--- config.mk ---
export PLATFORM = sky130hd
export DESIGN_NAME = deskew_ctrl
export DESIGN_NICKNAME = d
export VERILOG_FILES = /design/src/rtl/deskew_pkg.sv /design/src/rtl/lane_stamp_reg.sv /design/src/rtl/deskew_ctrl.sv
export SDC_FILE = /design/constraint.sdc
export NUM_CORES = 1
export LEC_CHECK = 0
export BUFFER_PORTS_ARGS = -buffer_cell sky130_fd_sc_hd__buf_2
export CAP_MARGIN = 20
export CORE_MARGIN = 5
export CORE_UTILIZATION = 48
export DETAILED_ROUTE_END_ITERATION = 10
export PLACE_DENSITY = 0.69
export SLEW_MARGIN = 20
export SYNTH_ARGS = -nofsm -noshare
export SYNTH_HDL_FRONTEND = slang
export SYNTH_SLANG_ARGS = --single-unit
--- constraint.sdc ---
create_clock -name i_clock -period 3.2 [get_ports i_clock]
set_input_delay 0 -clock i_clock [delete_from_list [all_inputs] [get_ports i_clock]]
set_output_delay 0 -clock i_clock [all_outputs]
set_load 0.005 [all_outputs]
--- src/rtl/deskew_pkg.sv ---
// deskew_pkg: shared state encoding, default geometry and packed-delay slicing for deskew_ctrl.
package deskew_pkg;
  localparam int N_LANES_DEF  = 20;
  localparam int MAX_SKEW_DEF = 16;
  typedef enum logic [2:0] {S_IDLE, S_ARMED, S_COUNT, S_SET, S_DONE, S_INVALID} state_t;
  function automatic int lane_lsb(input int lane, input int nb);
    return lane * nb;
  endfunction
endpackage

--- src/rtl/lane_stamp_reg.sv ---
// lane_stamp_reg: per-lane arrival flag and AM timestamp, plus delay relative to the latest stamp.
module lane_stamp_reg #(
  parameter int NB = 4
) (
  input  logic          i_clock,
  input  logic          i_reset,
  input  logic          i_clear,
  input  logic          i_stamp_req,
  input  logic [NB-1:0] i_stamp,
  output logic          o_arrived_next,
  output logic [NB-1:0] o_delay
);
  logic          r_arrived;
  logic [NB-1:0] r_stamp;
  always_ff @(posedge i_clock) begin
    if (i_reset || i_clear) begin
      r_arrived <= 1'b0;
      r_stamp   <= '0;
    end else if (i_stamp_req && !r_arrived) begin
      r_arrived <= 1'b1;
      r_stamp   <= i_stamp;
    end
  end
  assign o_arrived_next = r_arrived | i_stamp_req;
  // A lane stamped in this very cycle is the latest arrival, so its delay is zero.
  assign o_delay = r_arrived ? i_stamp - r_stamp : '0;
endmodule

--- src/rtl/deskew_ctrl.sv ---
// deskew_ctrl: timestamps per-lane AM arrivals, derives per-lane FIFO delays and loads them with a set strobe.
module deskew_ctrl
  import deskew_pkg::*;
#(
  parameter int N_LANES        = N_LANES_DEF,
  parameter int MAX_SKEW       = MAX_SKEW_DEF,
  parameter int NB_DELAY_COUNT = $clog2(MAX_SKEW)
) (
  input  logic                                i_clock,
  input  logic                                i_reset,
  input  logic                                i_valid,
  input  logic [N_LANES-1:0]                  i_am_lock,
  input  logic [N_LANES-1:0]                  i_start_of_lane,
  output logic [N_LANES-1:0]                  o_set_fifo_delay,
  output logic [N_LANES*NB_DELAY_COUNT-1:0]   o_read_addr,
  output logic                                o_deskew_done,
  output logic                                o_invalid_skew
);
  localparam int NB = NB_DELAY_COUNT;
  state_t                  r_state, w_next;
  logic [NB-1:0]           r_count;
  logic [N_LANES-1:0]      r_set;
  logic [N_LANES*NB-1:0]   r_read_addr;
  logic                    r_done, r_invalid;
  logic [N_LANES-1:0]      w_arrived_next;
  logic [N_LANES*NB-1:0]   w_delay;
  logic                    w_lock_all, w_hunt, w_any_start, w_all_arrived, w_clear, w_last;
  assign w_lock_all    = &i_am_lock;
  assign w_any_start   = |i_start_of_lane;
  assign w_hunt        = (r_state == S_ARMED || r_state == S_COUNT) && i_valid && w_lock_all;
  assign w_all_arrived = &w_arrived_next;
  assign w_clear       = r_state == S_IDLE || r_state == S_INVALID;
  assign w_last        = r_count == NB'(MAX_SKEW - 1);
  genvar g;
  generate
    for (g = 0; g < N_LANES; g++) begin : g_lane
      lane_stamp_reg #(.NB(NB)) u_lane (
        .i_clock        (i_clock),
        .i_reset        (i_reset),
        .i_clear        (w_clear),
        .i_stamp_req    (w_hunt && i_start_of_lane[g]),
        .i_stamp        (r_count),
        .o_arrived_next (w_arrived_next[g]),
        .o_delay        (w_delay[lane_lsb(g, NB) +: NB])
      );
    end
  endgenerate
  always_comb begin
    w_next = r_state;
    if (!w_lock_all) w_next = S_IDLE;
    else begin
      unique case (r_state)
        S_IDLE:    w_next = S_ARMED;
        S_ARMED:   if (i_valid && w_any_start) w_next = w_all_arrived ? S_SET : S_COUNT;
        S_COUNT:   if (i_valid) w_next = w_all_arrived ? S_SET : (w_last ? S_INVALID : S_COUNT);
        S_SET:     if (i_valid) w_next = S_DONE;
        S_DONE:    w_next = S_DONE;
        S_INVALID: w_next = S_ARMED;
        default:   w_next = S_IDLE;
      endcase
    end
  end
  // ARMED holds the counter at 0, so the first arrival increments it to 1.
  always_ff @(posedge i_clock) begin
    if (i_reset || w_clear) r_count <= '0;
    else if (w_hunt && (r_state == S_COUNT || w_any_start) && !w_last) r_count <= r_count + NB'(1);
  end
  always_ff @(posedge i_clock) begin
    if (i_reset) begin
      r_state     <= S_IDLE;
      r_set       <= '0;
      r_read_addr <= '0;
      r_done      <= 1'b0;
      r_invalid   <= 1'b0;
    end else begin
      r_state   <= w_next;
      r_set     <= {N_LANES{w_next == S_SET}};
      r_done    <= w_next == S_DONE;
      r_invalid <= w_next == S_INVALID;
      if (w_next == S_SET && r_state != S_SET) r_read_addr <= w_delay;
    end
  end
  assign o_set_fifo_delay = r_set;
  assign o_read_addr      = r_read_addr;
  assign o_deskew_done    = r_done;
  assign o_invalid_skew   = r_invalid;
endmodule

# ---- After elaboration in Yosys (flattened, before gate mapping)
# Cells that the tools add are included.
dict set report op_classes {
  addsub 21
  eq_ne 10
  muxes 28
  bitwise 20
  n_reduce_logical 76
}
# cell count
set ops {}
lappend ops {{two-way mux 4 bit} 20}
lappend ops {{subtractor 4 bit} 20}
lappend ops {{logical AND 1 bit} 46}
lappend ops {{AND reduction 20 bit} 2}
lappend ops {{zero test 1 bit} 21}
lappend ops {{bitwise OR 1 bit} 20}
lappend ops {{OR reduction 20 bit} 1}
lappend ops {{two-way mux 3 bit} 6}
lappend ops {{case mux 3 bit (5 select lines)} 1}
lappend ops {{== test 3 bit, second input constant} 4}
lappend ops {{== test 3 x 2 -> 1 bit, second input constant} 3}
lappend ops {{adder 4 x 1 -> 4 bit, second input constant} 1}
lappend ops {{== test 4 bit, second input constant} 1}
lappend ops {{logical OR 1 bit} 4}
lappend ops {{== test 3 x 1 -> 1 bit, second input constant} 1}
lappend ops {{zero test 3 bit} 1}
lappend ops {{inequality test 3 x 2 -> 1 bit, second input constant} 1}
lappend ops {{OR reduction 2 bit} 1}
lappend ops {{two-way mux 1 bit} 1}
dict set report word_totals {
  reg_bits 190
  in_bits 43
  output_inout_bits 102
  wordCells 201
}

# ---- Longest topological paths before layout
dict set report logic_depth {
  ltp_word 13
  ltp_mapped 11
}

# ---- By module
# A second synthesis with hierarchy kept.
dict set report unflattened {
  hier_cells 1183
  hier_area_um2 11618.6
}
# module instances cells_each area_each_um2 seq_area_each_um2
set modules_own_cells {}
lappend modules_own_cells {lane_stamp_reg 20 35 335.3 100.1}
lappend modules_own_cells {deskew_ctrl 1 483 4912.2 1801.7}

# ---- Worst setup path after synthesis
# No wires, ideal clock.
dict set report synth_timing {
  path_kind {flip-flop to flip-flop}
  startpoint {register r_count[1]}
  endpoint {register r_read_addr[1] (netlist: o_read_addr[1])}
  setup_ns 0.072
  t_arrival_ns 2.815
  required_time_ns 3.128
  slack_ns 0.313
  path_stages_with_launch 6
  path_cell_list {dfxtp_1 -> clkbuf_1 -> inv_1 -> fa_1 -> or3b_2 -> mux2i_1}
}
dict set report synth_via {
  elab_chain_cells 8
  word_cells_on_any_way 10
  classes_between {add/sub (1); eq/ne (2); mux (6); reduce/logical (1)}
}
# element line_no
set synth_rtl {}
lappend synth_rtl {{from (decl)} deskew_ctrl.sv:21} ;# logic [NB-1:0] r_count;
lappend synth_rtl {{from (signal assigned)} deskew_ctrl.sv:66} ;# else if (w_hunt && (r_state == S_COUNT || w_any_start) && !w_last) r_count <= r_count + NB'(1);
lappend synth_rtl {{== test 4 bit} deskew_ctrl.sv:33} ;# assign w_last = r_count == NB'(MAX_SKEW - 1);
lappend synth_rtl {{two-way mux 3 bit (3 in a row)} deskew_ctrl.sv:55} ;# S_COUNT: if (i_valid) w_next = w_all_arrived ? S_SET : (w_last ? S_INVALID : S_COUNT);
lappend synth_rtl {{case mux 3 bit (5 select lines)} deskew_ctrl.sv:52} ;# unique case (r_state)
lappend synth_rtl {{two-way mux 3 bit} deskew_ctrl.sv:50} ;# if (!w_lock_all) w_next = S_IDLE;
lappend synth_rtl {{== test 3 x 2 -> 1 bit} deskew_ctrl.sv:80} ;# if (w_next == S_SET && r_state != S_SET) r_read_addr <= w_delay;
lappend synth_rtl {{logical AND 1 bit} deskew_ctrl.sv:80}
lappend synth_rtl {{to (signal assigned)} deskew_ctrl.sv:80}
lappend synth_rtl {{to (decl)} deskew_ctrl.sv:23} ;# logic [N_LANES*NB-1:0] r_read_addr;
# Several ways; a longest one is shown, not always the timed one.
# A chain may end at the register's enable or synchronous reset.

# ---- Worst setup path after layout
dict set report layout_timing {
  startpoint {register r_state[1]}
  endpoint {register r_read_addr[6] (netlist: o_read_addr[6])}
}
dict set report layout_via {
  elab_chain_cells 13
  word_cells_on_any_way 61
  classes_between {eq/ne (7); mux (7); bitwise (20); reduce/logical (27)}
}
# element line_no
set layout_rtl {}
lappend layout_rtl {{from (decl)} deskew_ctrl.sv:20} ;# state_t r_state, w_next;
lappend layout_rtl {{from (signal assigned)} deskew_ctrl.sv:76} ;# r_state <= w_next;
lappend layout_rtl {{== test 3 x 1 -> 1 bit / == test 3 x 2 -> 1 bit (equally long branches)} {deskew_ctrl.sv:30, deskew_ctrl.sv:52}}
lappend layout_rtl {{logical OR 1 bit} deskew_ctrl.sv:30} ;# assign w_hunt = (r_state == S_ARMED || r_state == S_COUNT) && i_valid && w_lock_all;
lappend layout_rtl {{logical AND 1 bit (2 in a row)} deskew_ctrl.sv:30}
lappend layout_rtl {{logical AND 1 bit} deskew_ctrl.sv:41} ;# .i_stamp_req (w_hunt && i_start_of_lane[g]),
lappend layout_rtl {{bitwise OR 1 bit} lane_stamp_reg.sv:24} ;# assign o_arrived_next = r_arrived | i_stamp_req;
lappend layout_rtl {{AND reduction 20 bit} deskew_ctrl.sv:31} ;# assign w_all_arrived = &w_arrived_next;
lappend layout_rtl {{two-way mux 3 bit / two-way mux 1 bit (equally long branches)} {deskew_ctrl.sv:55, deskew_ctrl.sv:54}}
lappend layout_rtl {{two-way mux 3 bit, on equally long branches} {deskew_ctrl.sv:55, deskew_ctrl.sv:54}}
lappend layout_rtl {{case mux 3 bit (5 select lines)} deskew_ctrl.sv:52}
lappend layout_rtl {{two-way mux 3 bit} deskew_ctrl.sv:50}
lappend layout_rtl {{== test 3 x 2 -> 1 bit} deskew_ctrl.sv:80}
lappend layout_rtl {{logical AND 1 bit *} deskew_ctrl.sv:80}
# Mark *: on every way between the ends. The rest lies on a longest branch, timed or not.

==> run summary <==
DR vias: 7912
Synth Net Count: 1260
Proportion of synthesized flip-flops having asynchronous set or reset: 0
Worst path setup slack after routing: 0.261 ns
Static Leakage: 0.00427 uW
Crit path arrival time: 3.29 ns
Busiest metal layer after global routing: met2
Number of nets in the layout: 1393
Worst path buffer plus inverter count: 1
Post-detailed-route via-to-cell ratio: 5.08
Flip-flop and latch count after synthesis: 190
Area Overhead vs Synth: 16.6%
Clock period minus final worst setup slack: 2.94 ns
Cell row count: 53
Global route overflow: 0
Area of the mapped netlist: 10300 um^2
Data required, critical path: 3.55 ns
GP Congestion: 0.865
Kind of capture point of the worst setup path: flip-flop
Final-report hold violation count: 0
Longest Clk Path Bufs: 2
Max cap viols: 0
Gate power share: 0.022
Maximum fanout encountered on the critical timing path: 27
Clock edge transition at the registers on the reported setup and hold paths: 0.07 ns
Cell with the largest stage delay on the worst path: a2111oi_1
Peak ir drop on the vdd network: 0.312 mV
Proportion of power drawn by flip-flops and latches: 0.520
Tightest Pin Transition: 0.638 ns
Setup Crit Path Kind: reg -> reg
M1 GR Usage: 0.259
Wirelength, routed: 22900 um
Clock share of power: 0.458
Die boundary width: 156 um
Max-slew violation count: 0
Total area of multi-input combinational cells: 5850 um^2
Post-Synthesis Mean Instance Area: 9.06 um^2
Fin crit share: 0.919
Net switching power: 962 uW
Antenna Violating Nets Remaining: 0
Final core utilization: 0.569
Setup TNS: 0 ns
Clk Latency, worst-skew pair: 0.43 ns
Num ports: 145
Number of buffers inserted during clock tree synthesis: 17
Via count of the first global-routing pass: 7985
Sequential area share after synthesis: 0.369
Number of enable-type register cells in the synthesized netlist: 0
Internal power contribution: 3580 uW
Total of fill cells in the finished design: 1899
Gate count after technology mapping: 1136
Initial Util: 0.488
Clock tree skew after final layout: 0.0129 ns
Outcome: finished clean
Worst setup SP type: flip-flop
RSZ-0062 raised after global routing: no
Rel. slew slack: 0.574
Combined flip-flop and latch cell area: 3810 um^2
Switching power share of the total: 0.212
Peak clock frequency supported by timing: 340 MHz
Worst Hold Class: in -> reg
Routed wire per std cell: 14.7 um
Slowest Stage Delay on Critical Path: 0.44 ns
Cell breakdown of the critical path: xnor2_1, nor3b_4, a41oi_1, a2111oi_1, nand4_1, o31ai_2, and4_4, buf_12, mux2i_1
Worst hold slack across all endpoints: 0.00892 ns
Cell chosen for the clock root: clkbuf_16
Unique masters post-synth: 44
Setup violators final: 0
First-pass iteration count of the detailed router: 5
Power density normalized to cell area: 379 nW/um^2
Total of buffers placed on input and output ports: 144
Initial antenna violation count: 1
Share of cells above drive strength 1: 0.201
Drc violations: 0
First-pass GRT wire length: 38400 um
M3 GR Usage: 0.0371
Worst slack at placement: 0.102 ns
CORE AREA: 21100 um^2
Die Footprint: 24500 um^2
Global Route Usage Sum: 0.192
Primary flip-flop cell chosen by synthesis mapping: dfxtp_1
1st-iter DRT viols: 371
Family with the most delay on the worst path: compound AO/OA/AOI/OAI gates
Largest net degree at the start of global routing: 64
TritonCTS clock tree: built
Number of antenna repair diodes: 0
Vertical die dimension: 156 um
Count of synthesis-stage warnings from yosys: 0
Max H-tree Level: 4
DP HPWL: 16200 um
M2 GR Usage: 0.312
Number of clock sinks seen by CTS: 190
[worst paths after layout]
path,start,end,slack [ns],depth (start not counted)
worst max-delay path,r_state[1]$_SDFF_PP0_,o_read_addr[6]$_SDFFE_PP0P_,0.26,9
worst min-delay path,i_start_of_lane[3],g_lane[3].u_lane.r_arrived$_SDFFE_PP0P_,0.009,3
worst max register to register,r_state[1]$_SDFF_PP0_,o_read_addr[6]$_SDFFE_PP0P_,0.26,9
worst min register to register,g_lane[8].u_lane.r_stamp[2]$_SDFFE_PP0P_,g_lane[8].u_lane.r_stamp[2]$_SDFFE_PP0P_,0.46,2
[area by class of cell]
class	instances	area share
clock buffers	18	0.0366
clock inverters	13	0.0119
inverters	64	0.0200
multi-input cells	806	0.488
flip-flops and latches	190	0.317
well taps	275	0.0287
repair buffers	190	0.0978
[synth_stat cells (3+ instances only)]
| cell type | number | area, um^2 |
|---|---|---|
| nand2_1 | 137 | 514 |
| ha_1 | 61 | 763 |
| clkbuf_1 | 42 | 158 |
| mux2i_1 | 113 | 1130 |
| buf_4 | 20 | 150 |
| nand3b_1 | 3 | 22.5 |
| inv_1 | 64 | 240 |
| nand3_1 | 3 | 15.0 |
| nor4_1 | 8 | 50.1 |
| or2_2 | 7 | 43.8 |
| nor2_1 | 85 | 319 |
| nor2b_1 | 22 | 138 |
| a41oi_1 | 17 | 149 |
| or3_1 | 3 | 18.8 |
| xnor2_1 | 62 | 543 |
| and2_1 | 3 | 18.8 |
| or3b_2 | 37 | 324 |
| a21o_1 | 23 | 173 |
| fa_1 | 20 | 400 |
| a21oi_1 | 71 | 355 |
| buf_1 | 5 | 18.8 |
| nand2b_1 | 83 | 519 |
| nand4_1 | 8 | 50.1 |
| o21ai_0 | 19 | 95.1 |
| buf_6 | 8 | 90.1 |
| nor3_1 | 3 | 15.0 |
| dfxtp_1 | 190 | 3800 |
[cells by family after synthesis]
group / synth area share
mux: 0.110
fa+ha+maj: 0.113
compound gates: 0.0820
flops: 0.369
simple gates: 0.207
buf+inv: 0.0643
xor+xnor: 0.0544
[tightest hold or removal path, stage by stage]
cell	delay, ns
buf_2	0.14
a21o_1	0.14
nor2b_1	0.12
[repair_timing]
action,in CTS,in global routing
hold endpoints to repair,20,0
setup buffers,0,1
hold buffers,17,0
setup endpoints to repair,0,72
resized for setup,0,1
[registers in the layout, summed over array words and instances, names as in the netlist]
name                     cells
r_state                      3
r_count                      4
o_deskew_done                1
o_read_addr                 80
g_lane.u_lane.r_stamp       80
o_set_fifo_delay             1
g_lane.u_lane.r_arrived     20
o_invalid_skew               1
[layout by cell type (no fill, tap or decap), drive strengths merged, types with 19 or more instances in the layout]
cell | netlist | final
dfxtp | 190 | 190
nand2b | 83 | 83
o21ai | 19 | 19
nor2 | 85 | 85
buf | 34 | 173
fa | 20 | 20
a21oi | 71 | 71
or3b | 37 | 37
a21o | 23 | 23
mux2i | 113 | 113
ha | 61 | 61
nand2 | 137 | 137
xnor2 | 62 | 62
inv | 64 | 65
nor2b | 22 | 22
[layer usage]
| metal | up-vias | share of wire |
|---|---|---|
| met5 | - | 0.00031 |
| met4 | 2 | 0.016 |
| met3 | 27 | 0.058 |
| met2 | 198 | 0.45 |
| met1 | 3650 | 0.47 |
| li1 | 4035 | - |
[power by group through the flow]
stage	Clock, uW	Sequential [uW]	Combinational [uW]
2_1_floorplan	0	2420	34.3
3_3_place_gp	0	2420	85.6
3_5_place_dp	0	2420	85.5
4_1_cts	2130	2360	102
5_1_grt	2230	2360	108
6_report	2080	2360	102
[metrics by stage]
| stage | power [uW] | instances | cell area (um^2) |
|---|---|---|---|
| 2_1_floorplan | 2450 | 1136 | 10300 |
| 3_3_place_gp | 2500 | 1507 | 11200 |
| 3_5_place_dp | 2500 | 1507 | 11200 |
| 4_1_cts | 4590 | 1555 | 12000 |
| 5_1_grt | 4700 | 1556 | 12000 |
| 6_report | 4550 | 1556 | 12000 |
Note: power is estimated with default switching activity, not from simulation.
